## src/rtl/present_round_ctrl.sv

```systemverilog
// Iterative PRESENT-80 encryption controller: one round per clock, then final key whitening.
// Optional debug outputs round_o/busy_o are enabled by defining PRESENT_CTRL_ROUND_OUT_EN.

module present_sbox (
   input  logic [3:0] x_i,
   output logic [3:0] y_o
);
   always_comb begin
      case (x_i)
         4'h0: y_o = 4'hC;
         4'h1: y_o = 4'h5;
         4'h2: y_o = 4'h6;
         4'h3: y_o = 4'hB;
         4'h4: y_o = 4'h9;
         4'h5: y_o = 4'h0;
         4'h6: y_o = 4'hA;
         4'h7: y_o = 4'hD;
         4'h8: y_o = 4'h3;
         4'h9: y_o = 4'hE;
         4'hA: y_o = 4'hF;
         4'hB: y_o = 4'h8;
         4'hC: y_o = 4'h4;
         4'hD: y_o = 4'h7;
         4'hE: y_o = 4'h1;
         default: y_o = 4'h2;
      endcase
   end
endmodule

module present_round_ctrl #(
   parameter int NUM_ROUNDS = 31
) (
   input  logic        clk_i,
   input  logic        rst_i,
   input  logic        in_valid_i,
   output logic        in_ready_o,
   input  logic [63:0] plaintext_i,
   input  logic [79:0] key_i,
   output logic        out_valid_o,
   input  logic        out_ready_i,
   output logic [63:0] ciphertext_o
`ifdef PRESENT_CTRL_ROUND_OUT_EN
   ,
   output logic [4:0]  round_o,
   output logic        busy_o
`endif
);

   typedef enum logic [1:0] {IDLE, RUN, DONE} st_e;

   localparam logic [4:0] LAST = 5'(NUM_ROUNDS);

   st_e         st_q, st_d;
   logic [63:0] state_q, state_d;
   logic [79:0] key_q, key_d;
   logic [4:0]  rnd_q, rnd_d;

   logic [63:0] sin, sout, perm;
   logic [79:0] krot, knext;
   logic [3:0]  ksb;

   // Round datapath: key addition, substitution layer, bit permutation
   assign sin = state_q ^ key_q[79:16];

   for (genvar j = 0; j < 16; j++) begin : g_sbox
      present_sbox u_sbox (.x_i(sin[4*j +: 4]), .y_o(sout[4*j +: 4]));
   end

   for (genvar i = 0; i < 63; i++) begin : g_perm
      assign perm[(16*i) % 63] = sout[i];
   end
   assign perm[63] = sout[63];

   // Key schedule: rotate left 61, S-box the top nibble, mix in the round counter
   assign krot = {key_q[18:0], key_q[79:19]};
   present_sbox u_ksbox (.x_i(krot[79:76]), .y_o(ksb));
   assign knext = {ksb, krot[75:20], krot[19:15] ^ rnd_q, krot[14:0]};

   always_ff @(posedge clk_i) begin
      if (rst_i) begin
         st_q    <= IDLE;
         state_q <= '0;
         key_q   <= '0;
         rnd_q   <= '0;
      end else begin
         st_q    <= st_d;
         state_q <= state_d;
         key_q   <= key_d;
         rnd_q   <= rnd_d;
      end
   end

   always_comb begin
      st_d        = st_q;
      state_d     = state_q;
      key_d       = key_q;
      rnd_d       = rnd_q;
      in_ready_o  = 1'b0;
      out_valid_o = 1'b0;
      case (st_q)
         IDLE: begin
            in_ready_o = ~rst_i;
            if (in_valid_i) begin
               state_d = plaintext_i;
               key_d   = key_i;
               rnd_d   = 5'd1;
               st_d    = RUN;
            end
         end
         RUN: begin
            state_d = perm;
            key_d   = knext;
            // saturate so DONE reports NUM_ROUNDS+1 without wrapping a 5-bit count
            rnd_d   = (rnd_q == 5'd31) ? 5'd31 : rnd_q + 5'd1;
            if (rnd_q == LAST) st_d = DONE;
         end
         DONE: begin
            out_valid_o = 1'b1;
            if (out_ready_i) begin
               rnd_d = '0;
               st_d  = IDLE;
            end
         end
         default: st_d = IDLE;
      endcase
   end

   assign ciphertext_o = state_q ^ key_q[79:16];

`ifdef PRESENT_CTRL_ROUND_OUT_EN
   assign round_o = rnd_q;
   assign busy_o  = (st_q != IDLE);
`endif

endmodule

```

## config.mk

```make
export PLATFORM = sky130hd
export DESIGN_NAME = present_round_ctrl
export DESIGN_NICKNAME = d
export VERILOG_FILES = /design/src/rtl/present_round_ctrl.sv
export SDC_FILE = /design/constraint.sdc
export NUM_CORES = 1
export LEC_CHECK = 0
export ABC_AREA = 1
export CORE_MARGIN = 2
export CORE_UTILIZATION = 55
export CTS_CLUSTER_DIAMETER = 200
export DETAILED_ROUTE_END_ITERATION = 10
export DONT_BUFFER_PORTS = 1
export GPL_TIMING_DRIVEN = 0
export PLACE_DENSITY = 0.66
export SYNTH_ARGS = -nofsm -noshare
export SYNTH_HDL_FRONTEND = slang
export SYNTH_SLANG_ARGS = --single-unit
```

## constraint.sdc

```tcl
create_clock -name clk_i -period 4.32 [get_ports clk_i]
set_input_delay 0.648 -clock clk_i [delete_from_list [all_inputs] [get_ports clk_i]]
set_output_delay 0.648 -clock clk_i [all_outputs]
set_load 0.02 [all_outputs]
```

==> flow_summary.json, run 1 <==
{
  "port_buffers": 0,
  "synth-xor-area-share_pct": 2.631,
  "synthCells": 1665,
  "h-tree-depth": 4,
  "drtIter0Drc": 1164,
  "ys_ff_latch": 155,
  "start_util_pct": 56.57,
  "clk_path_buf_depth": 2,
  "max_cap_viol_count": 0,
  "cp-start-kind": "flip-flop",
  "synthMuxAreaShare_pct": 0,
  "rsz0062_at_grt": "no",
  "num_rows": 50,
  "yosys.area.top_type": "dfxtp_1",
  "path_cells": "inv_1 -> ha_1 -> buf_6 -> buf_2 -> buf_1 -> nand3_1 -> nand2_1 -> a21oi_1",
  "drive_above_1_share_pct": 4.950,
  "die_width_um": 143.2,
  "post-cts-setup-buffers": 0,
  "overflow": 0,
  "antenna_found_initial": 4,
  "synth_cell_types": 27,
  "ios": 214,
  "clk_latency_ns": 0.44,
  "cpPeakStageDelay_ns": 0.71,
  "critPathMaxFanout": 10,
  "grt_pass1_vias": 10030,
  "end_kind": "flip-flop",
  "grt_start_max_net_pins": 17,
  "min_period_ns": 2.482,
  "crit_arrival_ns": 2.79,
  "seq_area_sq_mm": 0.003103,
  "viasPerCell": 5.761,
  "clkSinkCount": 155,
  "avgSynthCellArea_sq_um": 6.398,
  "required_ns": 4.63,
  "die_h_um": 143.2,
  "hold_violations": 0,
  "nets": 1923,
  "multi_input_area_sq_mm": 0.006574,
  "grt_pass1_wl_um": 57680,
  "die_area_sq_mm": 0.02050,
  "critPathBufInv": 4,
  "slew_headroom_pct": 31.91,
  "final.setup_skew_ns": 0.01234,
  "fin_crit_sh_pct": 57.45,
  "drtPass1Iterations": 5,
  "postCtsHoldBufs": 0,
  "gp_congestion": 0.9280,
  "grt_usage_pct": 37.97,
  "synth_adder_area_share_pct": 10.69,
  "seq_area_frac_synth_pct": 29.13,
  "ctsRootBufferMaster": "clkbuf_16",
  "max_freq_ghz": 0.4029,
  "yosys.area.top_type_share_pct": 29.13,
  "cts_tree": "built",
  "antenna_left": 0,
  "reg2reg_setup_slack_ns": 1.84,
  "fin_cells": 1960,
  "cts_buffers": 17,
  "area_delta_synth_final_pct": 8.621,
  "core_area_sq_mm": 0.01883,
  "crit_type": "flip-flop to flip-flop",
  "yosys-top-cells-area": "dfxtp_1 (29%), nand2_1 (20%), ha_1 (11%)",
  "placed_cells": 1925,
  "maxSlewViolCount": 0,
  "postCtsResizedCells": 0,
  "final_common_cell": "nand2_1",
  "fin_tns_setup_ns": 0,
  "mappedNetlistNets": 1904,
  "status": "finished clean",
  "n_fill_cell": 1868,
  "synth_compound_area_share_pct": 17.39,
  "cpLargestDelayFamily": "buffers and inverters",
  "tightest_slew_ns": 1.021,
  "drc": 0,
  "setup_viol": 0,
  "yosys_warnings": 0,
  "routedWlPerCell_um": 19.90,
  "hold_class": "input port to flip-flop",
  "wirelength_um": 39010,
  "post-dp-hpwl_um": 30470,
  "netlist_area_sq_mm": 0.01065,
  "final_cell_mix": "nand2_1 (568), nand3_1 (155), dfxtp_1 (155), inv_1 (151), o21ai_0 (137)",
  "vias": 11290,
  "synth_top_family_by_area": "simple AND/OR/NAND/NOR gates",
  "crit_slowest_cell": "buf_1",
  "clkTransAtPathRegs_ns": 0.07,
  "synth-simple-area-share_pct": 31.00
}
==> cell families after synthesis <==
kind of cell	count (synthesis)
and+or+nand+nor	800
AOI/OAI and AO/OA	351
buffers and inverters	236
DFF	155
adders and majority gates	91
xor gates and xnor gates	32
==> synth_stat cells <==
master      n
and2_4      1
buf_6       3
buf_2      22
nand4_1    16
nor2_1     47
nand2_4     2
clkbuf_1   43
a31oi_1    73
inv_4       1
nand2_2     5
dfxtp_1   155
nand3b_1    2
inv_1     151
inv_2       4
nand3_1   155
a21oi_1   125
buf_1       2
nor2_4      3
a211oi_1    1
buf_4      10
nand2_1   568
o21ai_0   137
or2_2       1
ha_1       91
o211ai_1    1
o21ai_1    14
xnor2_1    32
==> sequential cells by signal (all words and copies together), names as in the netlist <==
register / flops
state_q: 64
u_ksbox.y_o: 4
st_q: 2
key_q: 80
rnd_q: 5
==> layout make-up <==
class | instances | share of cell area, %
diodes | 3 | 0.06488
plain buffers | 80 | 3.352
well taps | 260 | 2.811
inverters | 156 | 5.082
flip-flops and latches | 155 | 26.82
clock buffers | 18 | 3.795
clock inverters | 14 | 1.265
multi-input cells | 1274 | 56.81
==> worst paths after layout <==
path | cells after the start | startpoint | to
setup / recovery | 8 | st_q[1] | state_q[15]
hold reg to reg | 2 | u_ksbox.y_o[0] | key_q[76]
setup reg to reg | 8 | st_q[1] | state_q[15]
hold / removal | 1 | rst_i | rnd_q[4]
==> per-layer routing <==
layer | track usage [%] | up-vias | wire [um]
li1 | - | 5490 | -
met2 | 57.74 | 549 | 16840
met3 | 11.33 | 88 | 4579
met5 | 0 | - | 22
met1 | 49.62 | 5160 | 15800
met4 | 17.04 | 4 | 1763
==> stage by stage <==
stage / hold slack (ns) / util (%) / setup slack, ns / instance area [sq um]
after floorplan: 0.4449 / - / 2.186 / 10650
after detailed placement: 0.4618 / 58.30 / 1.624 / 10980
final: 0.2729 / 61.45 / 1.838 / 11570
after global routing: 0.2699 / 61.42 / 1.668 / 11570
after CTS: 0.2652 / 61.41 / 1.887 / 11560
after global placement: 0.4588 / 58.30 / 1.601 / 10980
==> worst register-to-register path, cell delays in order, from the launching register on <==
cell	delay, ns
dfxtp_1	0.33
inv_1	0.12
ha_1	0.18
buf_6	0.15
buf_2	0.27
buf_1	0.71
nand3_1	0.39
nand2_1	0.14
a21oi_1	0.06
Power of run 1 is not shown: default switching activity piles up to over one toggle a cycle in this logic, so the estimate is an artifact.
==> run 2: changes to the inputs <==
clock period = 2.54 ns   (was 4.32 ns; I/O delays follow)
==> run 2 against run 1 <==
Register-to-register slack worse by 1.7 ns. Flip-flop and latch count stayed put. First-iteration DRC count down 7.6%. Global-route usage is the same. Largest cell class unchanged. Worst hold slack got worse by 0.17 ns. Critical endpoint is now state_q[46]. Count of clock-buffer cells in the layout unchanged. Die area unchanged. Core utilization grew 0.21 points. Maximum frequency rose by 2.3%. Via count about the same. Non-clock buffer count is 4 higher. Critical path depth fell by 1.
==> flow_summary.json, run 2 (same netlist as run 1, synthesis figures left out) <==
{
  "cp-start-kind": "flip-flop",
  "critPathMaxFanout": 10,
  "nets": 1927,
  "required_ns": 2.91,
  "ios": 214,
  "grt_pass1_wl_um": 57680,
  "status": "finished clean",
  "drive_above_1_share_pct": 5.350,
  "clk_latency_ns": 0.44,
  "die_width_um": 143.2,
  "cts_buffers": 17,
  "viasPerCell": 5.743,
  "wirelength_um": 39040,
  "start_util_pct": 56.57,
  "seq_area_sq_mm": 0.003104,
  "largest_reg_flops": 80,
  "area_delta_synth_final_pct": 8.985,
  "gp_congestion": 0.9280,
  "clk_path_buf_depth": 2,
  "crit_type": "flip-flop to flip-flop",
  "hold_violations": 0,
  "post-dp-hpwl_um": 30470,
  "final.setup_skew_ns": 0.01227,
  "port_buffers": 0,
  "end_kind": "flip-flop",
  "core_area_sq_mm": 0.01883,
  "top_register": "key_q",
  "overflow": 0,
  "final_cell_mix": "nand2_1 (567), nand3_1 (155), dfxtp_1 (154), inv_1 (151), o21ai_0 (137)",
  "placed_area_sq_mm": 0.01098,
  "routedWlPerCell_um": 19.88,
  "hold_slack_ns": 0.09857,
  "grt_pass1_vias": 10040,
  "min_period_ns": 2.426,
  "antenna_found_initial": 4,
  "clkSinkCount": 155,
  "stdcell_area_sq_mm": 0.01161,
  "n_fill_cell": 1855,
  "grt_start_max_net_pins": 17,
  "setup_viol": 0,
  "vias": 11280,
  "hold_class": "input port to flip-flop",
  "reg_top3": "key_q (80), state_q (64), rnd_q (5)",
  "grt_usage_pct": 37.97,
  "crit_arrival_ns": 2.80,
  "multi_input_area_sq_mm": 0.006576,
  "final_common_cell": "nand2_1",
  "max_cap_viol_count": 0,
  "num_rows": 50,
  "ctsRootBufferMaster": "clkbuf_16",
  "drtPass1Iterations": 6,
  "antenna_left": 0,
  "maxSlewViolCount": 0,
  "drtIter0Drc": 1076,
  "max_freq_ghz": 0.4123,
  "cts_tree": "built",
  "slew_headroom_pct": 30.21,
  "fin_crit_sh_pct": 95.49,
  "clkTransAtPathRegs_ns": 0.07,
  "final_util_pct": 61.65,
  "h-tree-depth": 4,
  "die_area_sq_mm": 0.02050,
  "tightest_slew_ns": 1.047,
  "drc": 0,
  "die_h_um": 143.2
}
==> run 2: layout make-up <==
class	instances	area share (%)
Buffer	80	3.362
Tap cell	260	2.802
Clock buffer	18	3.783
Inverter	156	5.065
Sequential cell	155	26.74
Clock inverter	14	1.261
Timing Repair Buffer	4	0.2802
Multi-Input combinational cell	1274	56.64
Antenna cell	3	0.06466
==> run 2: repair_timing <==
action | 4_1_cts | 5_1_grt
hold endpoints to repair | 1 | 0
buffers inserted | 0 | 3
setup endpoints to repair | 0 | 3
resized for setup | 0 | 5
hold buffers | 1 | 0
==> run 2: worst paths after layout <==
check        slack [ns]  cells after the start           to      startpoint
max                0.11                      7  state_q[46]         st_q[1]
min                 0.1                      2    key_q[61]       key_i[61]
max reg2reg        0.11                      7  state_q[46]         st_q[1]
min reg2reg        0.47                      2    key_q[76]  u_ksbox.y_o[0]
==> run 2: through the flow <==
stage                     worst slack [ns]   TNS, ns  cells
after floorplan                     0.4059         0   1665
after global placement             0.08809         0   1925
after detailed placement            0.1113         0   1925
after CTS                           0.1071         0   1958
after global routing              -0.01317  -0.01317   1962
final                               0.1145         0   1964
==> run 2: layer usage <==
| metal | share of wire (%) | track usage (%) |
|---|---|---|
| met1 | 41 | 49.53 |
| met2 | 43 | 57.84 |
| met3 | 12 | 11.33 |
| met4 | 4.6 | 17.04 |
| met5 | 0.056 | 0 |
==> run 2: worst max-delay path, stage by stage, from the launching register on <==
cell      delay [ns]
dfxtp_2         0.33
inv_1           0.11
ha_1            0.18
buf_6           0.15
buf_2           0.26
clkbuf_1        0.81
nand3_1         0.31
a21oi_1         0.20
Power of run 2 is left out for the same reason.
==> patch 1: new RTL, settings of run 2 <==
`NUM_ROUNDS`: 31 -> 15.
--- a/src/rtl/present_round_ctrl.sv
+++ b/src/rtl/present_round_ctrl.sv
@@ -28,7 +28,7 @@
 endmodule
 
 module present_round_ctrl #(
-   parameter int NUM_ROUNDS = 31
+   parameter int NUM_ROUNDS = 15
 ) (
    input  logic        clk_i,
    input  logic        rst_i,
Check against the original RTL: same outputs for any inputs over 4 cycles, from zero or initial values and one cycle with rst_i high; that may be too few to reach the edited logic, so the function may still have changed.
==> patch 1 against run 2 <==
- synthesized area increased by 0.13%
- design area decreased by 0.17%
- first-iteration DRC count increased by 14%
- routed wire length increased by 1.4%
- clock skew decreased by 0.0034 ns
- count of clock-buffer cells in the layout unchanged
- setup slack improved by 0.089 ns
- sequential cell count unchanged
- highest routed layer unchanged
Power is not shown: default switching activity piles up to over one toggle a cycle in this logic, so the estimate is an artifact.
==> patch 1: results (changes against run 2) <==
Synth Area in Compound Gates: 17.3% (was 17.4%)
# fillers: 1937 (was 1855)
DR pass1 iterations: 6 (unchanged)
Largest registers: key_q: 80 flops, state_q: 64 flops, rnd_q: 5 flops (unchanged)
All-Layer GR Usage: 38.0% (about the same)
Worst hold path type: input port to flip-flop (unchanged)
Layout cells sized above 1: 5.57% (was 5.35%)
CTS Buf Count: 17 (unchanged)
Final Hold Vio Count: 0 (unchanged)
First-pass GRT wire length: 57.8 mm (was 57.7 mm)
Port Buffers: 0 (unchanged)
Post-Synth XOR/XNOR Area: 2.63% (about the same)
Ys flop type: dfxtp_1 (unchanged)
Status: complete, no violations (unchanged)
CP Data Arrival Time: 2.66 ns (was 2.80 ns)
Drt wl/cell: 20.1 microns (was 19.9 microns)
Setup Skew: 0.00890 ns (was 0.0123 ns)
Vias per Instance: 5.86 (was 5.74)
Seq/Total Area, Yosys: 29.1% (about the same)
Proportion of synthesized area in mux cells: 0% (unchanged)
Cell chosen for the clock root: clkbuf_16 (unchanged)
Worst-path clk slew: 0.06 ns
Htree depth: 4 (unchanged)
Largest net degree at the start of global routing: 17 (unchanged)
CP delay by family, top: simple AND/OR/NAND/NOR gates (was buffers and inverters)
Unique masters post-synth: 28 (was 27)
Initial antenna violation count: 3 (was 4)
Ys async rst share: 0% (unchanged)
Largest family of logic cells by synthesized area: simple AND/OR/NAND/NOR gates (unchanged)
Total negative slack: 0 ns (unchanged)
Most area-consuming cells after synthesis: dfxtp_1 29%, nand2_1 20%, ha_1 11% (unchanged)
Post-synth top cells: 576 x nand2_1, 156 x inv_1, 156 x nand3_1 (was 568 x nand2_1, 155 x dfxtp_1, 155 x nand3_1)
GP Congestion: 0.963 (was 0.928)
Slew @ Worst Pin: 0.913 ns (was 1.05 ns)
DP Wirelength: 30.7 mm (was 30.5 mm)
Nets: 1931 (was 1927)
Crit-path slowest cell: dfxtp_1 (was clkbuf_1)
Crit path largest cell delay: 0.35 ns (was 0.81 ns)
Max Buffers Root-to-Sink: 2 (unchanged)
Clock latency on the worst-skew pair: 0.43 ns
Vias in the first global route: 10.1k (was 10.0k)
Post-synthesis adder-cell area fraction: 10.7% (about the same)
Initial DRC Count: 1222 (was 1076)
Synth warn: 0 (unchanged)
CP Max Fanout: 10 (unchanged)
-- patch 1: area by class of cell --
| class | instances | area, sq um | area share, % |
|---|---|---|---|
| multi-input cells | 1278 | 6580 | 56.8 |
| inverters | 159 | 597 | 5.15 |
| flip-flops and latches | 155 | 3100 | 26.8 |
| clock buffers | 18 | 439 | 3.79 |
| diodes | 1 | 2.50 | 0.0216 |
| repair buffers | 1 | 7.51 | 0.0648 |
| well taps | 260 | 325 | 2.81 |
| clock inverters | 14 | 145 | 1.25 |
| plain buffers | 80 | 392 | 3.38 |
-- patch 1: kinds of logic after synthesis --
logic type,Yosys count
compound gates,350
flops,155
xor+xnor,32
buf+inv,239
simple gates,805
fa+ha+maj,91
-- patch 1: repair_timing --
action,4_1_cts,5_1_grt
endpoints found under the setup margin,0,1
hold buffers,0,0
setup buffers,0,1
resized for setup,0,2
-- patch 1: final timing paths --
kind,startpoint,to,slack [ns],cells after the start
hold / removal,rst_i,rnd_q[4],0.02,1
hold reg to reg,u_ksbox.y_o[0],key_q[76],0.47,2
setup / recovery,st_q[1],u_ksbox.y_o[0],0.20,17
setup reg to reg,st_q[1],u_ksbox.y_o[0],0.20,17
-- patch 1: stage by stage --
step	cell area [sq um]	std cells	hold WS [ns]	utilization [%]	setup WS, ns
detailed placement	11000	1932	0.462	58.2	0.137
finish	11600	1966	0.0196	61.3	0.204
floorplan	10700	1672	0.444	-	0.459
global placement	11000	1932	0.462	58.2	0.161
global route	11600	1965	0.0117	61.3	0.00262
CTS	11600	1964	0.0108	61.3	0.118
-- patch 1: metal layers --
| layer | GRT usage [%] | wire length (microns) |
|---|---|---|
| met1 | 51.2 | 16300 |
| met2 | 58.6 | 17200 |
| met3 | 8.58 | 4410 |
| met4 | 15.6 | 1590 |
| met5 | 0 | 28 |
==> patch 2: new RTL, flow settings as in run 2 <==
Without the edit above. Register the input `key_i` before use. The logic sees it one clock later. The other inputs are not delayed to match.
--- a/src/rtl/present_round_ctrl.sv
+++ b/src/rtl/present_round_ctrl.sv
@@ -49,6 +49,12 @@
    typedef enum logic [1:0] {IDLE, RUN, DONE} st_e;
 
    localparam logic [4:0] LAST = 5'(NUM_ROUNDS);
+
+   logic [79:0] key_r;
+
+   always_ff @(posedge clk_i) begin
+      key_r <= key_i;
+   end
 
    st_e         st_q, st_d;
    logic [63:0] state_q, state_d;
@@ -102,7 +108,7 @@
             in_ready_o = ~rst_i;
             if (in_valid_i) begin
                state_d = plaintext_i;
-               key_d   = key_i;
+               key_d   = key_r;
                rnd_d   = 5'd1;
                st_d    = RUN;
             end
Formal check against the unedited RTL: not equivalent (a bounded check fails within 4 cycles, from zero or initial values and one cycle with rst_i high).
==> patch 2 against run 2 <==
- largest cell class unchanged
- setup slack hardly changed
- synthesized area rose by 15%
- routed wire length rose by 12%
- design area rose by 24%
- sequential cell count rose by 80
- count of clock-buffer cells in the layout rose by 12
Power is not shown: default switching activity piles up to over one toggle a cycle in this logic, so the estimate is an artifact.
==> patch 2: results (changes against run 2) <==
CP Data Arrival Time: 2.90 ns (was 2.80 ns)
Nets: 2094 (was 1927)
Area grow syn2layout: 17.1% (was 8.99%)
Non-clock buffers: 163 (was 84)
Drt wl/cell: 20.2 microns (was 19.9 microns)
Clock latency on the worst-skew pair: 0.55 ns (was 0.44 ns)
Final clock-cell share: 6.37% (was 5.04%)
Diodes inserted: 0 (was 3)
Core Util, Final: 65.8% (was 61.7%)
Synth Area in Compound Gates: 15.1% (was 17.4%)
Seq/Total Area, Yosys: 38.4% (was 29.1%)
Status: complete, no violations (unchanged)
Avg Inst Size Synth: 7.03 sq um (was 6.40 sq um)
Hold buffers post-CTS: 81 (was 1)
R2r endpoint: state_q[32] (was state_q[46])
Crit path largest cell delay: 0.79 ns (was 0.81 ns)
Post-synth top cells: 568 x nand2_1, 235 x dfxtp_1, 155 x nand3_1 (was 568 x nand2_1, 155 x dfxtp_1, 155 x nand3_1)
Largest registers: key_q: 80 flops, key_r: 80 flops, state_q: 64 flops (was key_q: 80 flops, state_q: 64 flops, rnd_q: 5 flops)
Top sig layer: met4 (was met5)
Logic inverters: 155 (was 156)
# clk buffers: 30 (was 18)
GP Congestion: 0.948 (was 0.928)
DP Wirelength: 32.2 mm (was 30.5 mm)
Max Buffers Root-to-Sink: 3 (was 2)
Largest net degree at the start of global routing: 15 (was 17)
CTS Buf Count: 26 (was 17)
Multi-input combinational area share: 45.8% (was 56.6%)
Slew Limit Headroom: 32.4% (was 30.2%)
Unique masters post-synth: 28 (was 27)
Initial antenna violation count: 0 (was 4)
Net Count, Synth: 1983 (was 1904)
Htree depth: 1 (was 4)
First-pass GRT wire length: 65.6 mm (was 57.7 mm)
Sequential fraction of total cell area: 32.8% (was 26.7%)
Worst slack at placement: 0.105 ns (was 0.111 ns)
Met3 usage: 7.97% (was 11.3%)
==> patch 2: changes by cell type after synthesis, sizes merged <==
| cell | run 2 | this run |
|---|---|---|
| buf | 37 | 38 |
| dfxtp | 155 | 235 |
| o21bai | 0 | 1 |
| o21ai | 151 | 150 |
| inv | 156 | 155 |
| clkbuf | 43 | 42 |
==> patch 2: how the worst min path moves through the flow <==
stage                    startpoint     endpoint  slack [ns]  depth (start not counted)
global placement          key_i[63]    key_r[63]        0.41                          0
floorplan                  key_i[0]     key_r[0]        0.41                          0
finish              plaintext_i[38]  state_q[38]        0.04                          2
CTS                 plaintext_i[17]  state_q[17]        0.03                          2
detailed placement        key_i[54]    key_r[54]        0.41                          0
global route        plaintext_i[37]  state_q[37]        0.04                          2
==> patch 2: worst max-delay path, delay by kind of cell, from the launching register on <==
kind / cells / cell delay, ns
AO/OA/AOI/OAI: 1 / 0.21
adder cells (fa/ha/maj): 1 / 0.16
buffers and inverters: 4 / 1.28
flip-flops: 1 / 0.33
AND/OR/NAND/NOR: 1 / 0.36
